`src/rtl/carregador_programa_hd_pkg.sv`:
```
// Shared constants and FSM encoding for the HD-to-instruction-memory program loader.
package carregador_programa_hd_pkg;

    localparam int DATA_W_DEF   = 32;
    localparam int ADDR_W_DEF   = 9;
    localparam int TRILHA_W_DEF = 4;
    localparam int SETOR_W_DEF  = 6;
    localparam int PROC_W_DEF   = 3;
    localparam int TAM_PART_DEF = 50;
    localparam int NUM_PROC_DEF = 5;

    typedef enum logic [2:0] {
        IDLE    = 3'd0,
        CHECK   = 3'd1,
        ENDER   = 3'd2,
        ESPERA  = 3'd3,
        ESCREVE = 3'd4,
        FIM     = 3'd5,
        ERRO    = 3'd6
    } estado_t;

endpackage

```
`src/rtl/carregador_programa_hd_calc_base_particao.sv`:
```
// Partition base address: id_proc * TAM_PART, evaluated in ADDR_W bits.
module calc_base_particao #(
    parameter int PROC_W   = 3,
    parameter int ADDR_W   = 9,
    parameter int TAM_PART = 50
) (
    input  logic [PROC_W-1:0] id_proc,
    output logic [ADDR_W-1:0] base
);

    assign base = ADDR_W'(id_proc) * ADDR_W'(TAM_PART);

endmodule

```
`src/rtl/carregador_programa_hd.sv`:
```
// Copies n_words consecutive HD sectors of one track into a process partition of instruction memory.
// Optional CARREGADOR_CHECKSUM_EN adds an XOR checksum output of the words written.
module carregador_programa_hd
    import carregador_programa_hd_pkg::*;
#(
    parameter int DATA_W   = DATA_W_DEF,
    parameter int ADDR_W   = ADDR_W_DEF,
    parameter int TRILHA_W = TRILHA_W_DEF,
    parameter int SETOR_W  = SETOR_W_DEF,
    parameter int PROC_W   = PROC_W_DEF,
    parameter int TAM_PART = TAM_PART_DEF,
    parameter int NUM_PROC = NUM_PROC_DEF
) (
    input  logic                clk,
    input  logic                reset,
    input  logic                start,
    input  logic [TRILHA_W-1:0] trilha,
    input  logic [SETOR_W-1:0]  n_words,
    input  logic [PROC_W-1:0]   id_proc,
    output logic [TRILHA_W-1:0] hd_trilha,
    output logic [SETOR_W-1:0]  hd_setor,
    input  logic [DATA_W-1:0]   hd_dado,
    output logic [ADDR_W-1:0]   mi_ender,
    output logic [DATA_W-1:0]   mi_dado,
    output logic                mi_we,
    output logic                busy,
    output logic                done,
    output logic                erro
`ifdef CARREGADOR_CHECKSUM_EN
    ,
    output logic [DATA_W-1:0]   checksum
`endif
);

    estado_t               estado, estado_prox;
    logic [TRILHA_W-1:0]   trilha_q;
    logic [SETOR_W-1:0]    n_words_q;
    logic [PROC_W-1:0]     id_proc_q;
    logic [SETOR_W-1:0]    idx, idx_prox;
    logic [ADDR_W-1:0]     base;
    logic                  aceita;
    logic                  invalido;
    logic                  ultimo;

    calc_base_particao #(
        .PROC_W   (PROC_W),
        .ADDR_W   (ADDR_W),
        .TAM_PART (TAM_PART)
    ) u_calc_base (
        .id_proc (id_proc_q),
        .base    (base)
    );

    assign aceita   = (estado == IDLE) && start;
    assign invalido = (n_words_q == '0) || (n_words_q > SETOR_W'(TAM_PART))
                   || (id_proc_q >= PROC_W'(NUM_PROC));
    assign ultimo   = (SETOR_W'(idx + 1'b1) == n_words_q);

    always_comb begin
        // NOTE: every signal gets a default first so no path leaves it unassigned (no latch).
        estado_prox = estado;
        idx_prox    = idx;
        case (estado)
            IDLE:    if (start) begin
                         estado_prox = CHECK;
                         idx_prox    = '0;
                     end
            CHECK:   estado_prox = invalido ? ERRO : ENDER;
            ENDER:   estado_prox = ESPERA;
            ESPERA:  estado_prox = ESCREVE;
            ESCREVE: begin
                         estado_prox = ultimo ? FIM : ENDER;
                         idx_prox    = SETOR_W'(idx + 1'b1);
                     end
            FIM:     estado_prox = IDLE;
            ERRO:    estado_prox = IDLE;
            default: estado_prox = IDLE;
        endcase
    end

    // Write port is a pure decode of ESCREVE so a reset drops mi_we on the very next edge.
    assign mi_we    = (estado == ESCREVE);
    assign mi_ender = mi_we ? (base + ADDR_W'(idx)) : '0;
    assign mi_dado  = mi_we ? hd_dado : '0;

    always_ff @(posedge clk) begin
        if (reset) begin
            estado    <= IDLE;
            trilha_q  <= '0;
            n_words_q <= '0;
            id_proc_q <= '0;
            idx       <= '0;
            hd_trilha <= '0;
            hd_setor  <= '0;
            busy      <= 1'b0;
            done      <= 1'b0;
            erro      <= 1'b0;
        end else begin
            // NOTE: sequential state uses non-blocking assignments only.
            estado <= estado_prox;
            idx    <= idx_prox;
            done   <= (estado == FIM);
            erro   <= (estado == ERRO);
            if (aceita) begin
                trilha_q  <= trilha;
                n_words_q <= n_words;
                id_proc_q <= id_proc;
                busy      <= 1'b1;
            end
            if (estado == FIM || estado == ERRO)
                busy <= 1'b0;
            // HD address is loaded entering ENDER and held through ESPERA for the read latency.
            if (estado_prox == ENDER) begin
                hd_trilha <= trilha_q;
                hd_setor  <= idx_prox;
            end
        end
    end

`ifdef CARREGADOR_CHECKSUM_EN
    always_ff @(posedge clk) begin
        if (reset)
            checksum <= '0;
        else if (aceita)
            checksum <= '0;
        else if (estado == ESCREVE)
            checksum <= checksum ^ hd_dado;
    end
`endif

endmodule
```
`config.mk`:
```
export PLATFORM = sky130hd
export DESIGN_NAME = carregador_programa_hd
export DESIGN_NICKNAME = d
export VERILOG_FILES = /design/src/rtl/carregador_programa_hd_pkg.sv /design/src/rtl/carregador_programa_hd_calc_base_particao.sv /design/src/rtl/carregador_programa_hd.sv
export SDC_FILE = /design/constraint.sdc
export NUM_CORES = 1
export LEC_CHECK = 0
export CAP_MARGIN = 20
export CORE_ASPECT_RATIO = 0.7
export CORE_MARGIN = 3
export CORE_UTILIZATION = 42
export CTS_BUF_LIST = sky130_fd_sc_hd__clkbuf_4
export DETAILED_ROUTE_END_ITERATION = 8
export GPL_TIMING_DRIVEN = 1
export PLACE_DENSITY_LB_ADDON = 0.25
export SLEW_MARGIN = 30
export SYNTH_ARGS = -nofsm -noshare
export SYNTH_HDL_FRONTEND = slang
export SYNTH_SLANG_ARGS = --single-unit
export TNS_END_PERCENT = 5
```
`constraint.sdc`:
```
create_clock -name clk -period 2.5 [get_ports clk]
set_input_delay 0.375 -clock clk [delete_from_list [all_inputs] [get_ports clk]]
set_output_delay 0.375 -clock clk [all_outputs]
set_load 0.03 [all_outputs]
```
==> impl_results.md <==
* Status: finished with violations
* Failing checks: setup timing
* Post-layout min period at between 2 and 3 ns
* Int Pwr at around 930 uW
* Sequential group share of total power at 44.2%
* Hold Crit Class: register to register
* Synth Warn # at 0
* Die height at roughly 66 um
* Largest net degree at the start of global routing at 46
* Compound-Gate Fraction of Synth Area at approximately 16%
* Share of cells above drive strength 1 at between 10% and 20%
* Total Power at about 1.4 mW
* Hold Path End: trilha_q[3]$_SDFFE_PP0P_
* Vias per std cell at roughly 5
* Syn Nets at around 330
* Longest Clk Path Bufs at 2
* GR Overflow Total at 0
* Slowest stage delay, CP at about 0.38 ns
* Synth cell types at 40
* CTS tree: done
* Buf/Inv on CP at 2
* Remaining antenna violation count at 0
* Critical R2R Capture: hd_setor[2]$_SDFFE_PP0N_
* Clk Latency, worst-skew pair at around 0.34 ns
* Most used flip-flop cell after synthesis: dfxtp_1
* Data required, critical path at 2.12 ns
* Max VDD drop at around 270 uV
* R2R depth at 7
* Synth Area in XOR/XNOR at between 4 and 5%
* Clock Sinks at 35
* Multiplexer area fraction after synthesis at 5.39%
* Slowest CP cell: dfxtp_4
* Buffers on Ports at around 100
* CORE AREA at 0.00489 mm^2
* Sequential area share after synthesis at around a third
* Worst setup SP type: register
* H-tree depth at 2
* Worst EP arrival at around 2.1 ns
* RSZ-0062 raised after global routing: true
* Synthesized area at ~0.0022 mm^2
* Commonest non-fill, non-tap cells in the layout: 61 x clkdlybuf4s50_1, 38 x nand2_1, 37 x dlygate4sd2_1
* Least-Margin Pin Slew at just under 0.5 ns
* Drc violations at 0
* Die area at between 0.006 and 0.007 mm^2
* PD cells at between 400 and 500 mW/mm^2
* Avg WL per Cell at around 14 um
* Switching power at ~480 uW
* Fin crit share at 100%
* Critical Path Sink Type: output pin
* Vias at 2240
* Hpwl dp at roughly 4600 um
* Max-cap viol count at 0
* Reg2reg start: idx[1]$_SDFF_PP0_
* Clk pin slew, worst setup/hold paths at around 0.11 ns
* Max Clock Skew at 0.0126 ns
* Final WS setup at -0.0110 ns
* Row Count at 21
* Largest family of logic cells by synthesized area: simple AND/OR/NAND/NOR gates
* TritonCTS Buffers at 5
* Clock root cell: clkbuf_4
* Initial DRT Pass Iterations at 4
* Nets at 441
* IO Pins at 103
* Post-synth EDFFs at 0
* Fmax at ~0.4 GHz
* Slew HR at between 60% and 70%
* First-pass GRT wire length at between 9000 and 10000 um
* Simple-gate portion of the synthesized area at around 31%
* HP Start: trilha_q[3]$_SDFFE_PP0P_
* Post-Synthesis Cells at ~270
* Critical path's top delay family: compound AO/OA/AOI/OAI gates
* Hold Path Cell Cnt at 2
* DIE WIDTH at roughly 92 um
* Worst path most repeated cell: a21oi_2
* Starting Density at 44.7%
* CP max FO at 4
* Initial antenna violation count at 0
* Routability Congestion at 0.879
* Final Hold Fails at 0
* Fraction of synthesis flops using an asynchronous set or reset pin at 0%
* Detailed Route Iter0 Violations at 97
* Register-to-register setup slack at approximately 0.19 ns
* N_diodes at 0
* Comb pwr share at 34.9%
* Dpl ws at around 0.12 ns
* Final setup viols at 1
* Clock share of power at approximately a fifth
* Routed WL at about 6500 um
* Total GRT Usage at 19.6%
* Synthesis-to-layout area growth at 59.9%
* Sw frac at 34.2%
* Setup TNS at -0.0110 ns
* Seq cells post-synth at 35
* Synth Area in Adders at under 10%
* Critical path type: register to output pin
* Commonest non-fill, non-tap cell in the layout: clkdlybuf4s50_1
* CP Cell Sequence: buf_6 > ha_4 > a21o_1 > a21oi_2 > o21bai_1 > a21oi_2 > mux2i_1 > buf_4
* Static Leak at ~1.5 nW
* Vias in the first global route at approximately 1900
* Syn_area_per_cell at ~8.0 um^2
* Hold slack at between 0.4 and 0.5 ns
* Fin. max-slew vios at 0
[per-layer routing]
metal	wire length [um]	GRT usage, %	vias up
met5	0	0	-
met4	62	5.00	0
met3	296	4.44	6
met2	3220	30.3	46
met1	2890	27.6	1048
li1	-	-	1140
[worst max path at each step]
stage | start | endpoint | slack, ns | depth (start not counted)
floorplan | id_proc_q[1]$_SDFFE_PP0P_ | mi_ender[7] | 0.02 | 7
global placement | id_proc_q[1]$_SDFFE_PP0P_ | mi_ender[7] | 0.16 | 8
detailed placement | id_proc_q[1]$_SDFFE_PP0P_ | mi_ender[7] | 0.12 | 8
CTS | id_proc_q[1]$_SDFFE_PP0P_ | mi_ender[7] | -0.14 | 8
global route | id_proc_q[1]$_SDFFE_PP0P_ | mi_ender[8] | -0.12 | 9
finish | id_proc_q[1]$_SDFFE_PP0P_ | mi_ender[6] | -0.01 | 8
[cell type report]
cell class	count	area (um^2)
multi-input combinational	216	1530
timing repair buffer	115	1090
sequential	35	714
clock inverter	2	13.8
tap	69	86.3
clock buffer	5	37.5
inverter	7	26.3
fill	411	1400
[cells in the mapped netlist, types with 3 or more instances]
cell type  instances  area share [%]
and2_1            36              10
a21oi_1           21             4.8
nor2b_1            7             2.0
nor3b_1            3             1.0
mux2i_1            5             2.3
clkbuf_1          12             2.1
dfxtp_1           35              32
xor2_1             4             1.6
o21bai_1           3             1.0
a211oi_1           4             1.4
o21a_1             4             1.4
xnor2_1            6             2.4
nor2_1            18             3.1
nor3_1             6             1.4
o21ai_0            7             1.6
nand2_1           38             6.5
nand2b_1          10             2.9
o21ba_2            3             1.4
mux2_2             6             3.1
inv_1              6             1.0
ha_1              12             6.9
[power by group through the flow]
stage	clock network [mW]	registers [mW]	logic [mW]
after floorplan	0	0.638	0.262
after global placement	0	0.630	0.461
after detailed placement	0	0.632	0.468
after CTS	0.298	0.620	0.455
after global routing	0.325	0.625	0.534
final	0.294	0.621	0.491
[tightest hold or removal path, cell delays in order, from the launching register on]
cell and delay (ns):
dfxtp_1 0.33, nand2_1 0.05, a21oi_1 0.05
[flip-flops by register name, summed over array words and instances, names as in the netlist]
name / count
busy: 1
erro: 1
trilha_q: 4
done: 1
estado: 3
id_proc_q: 3
hd_setor: 6
idx: 6
hd_trilha: 4
n_words_q: 6
[stage by stage]
| step | area [um^2] | std cells | utilization (%) |
|---|---|---|---|
| floorplan | 2190 | 272 | - |
| global placement | 3320 | 439 | 67.9 |
| detailed placement | 3320 | 439 | 67.9 |
| CTS | 3330 | 446 | 68.2 |
| global route | 3490 | 449 | 71.4 |
| finish | 3490 | 449 | 71.4 |
[kinds of logic after synthesis]
family,count (synthesis)
AND/OR/NAND/NOR,129
multiplexers,11
adder cells (fa/ha/maj),13
XOR/XNOR,10
AO/OA/AOI/OAI,53
buffers and inverters,21
flip-flops,35
[repair_timing]
item	CTS	global route
setup buffers	0	3
setup endpoints to repair	40	4
hold buffers	0	0
pin swaps	1	13
gates resized for setup	43	28
endpoints found under the hold margin	0	0
No activity file was read; power rests on OpenSTA's default activity.
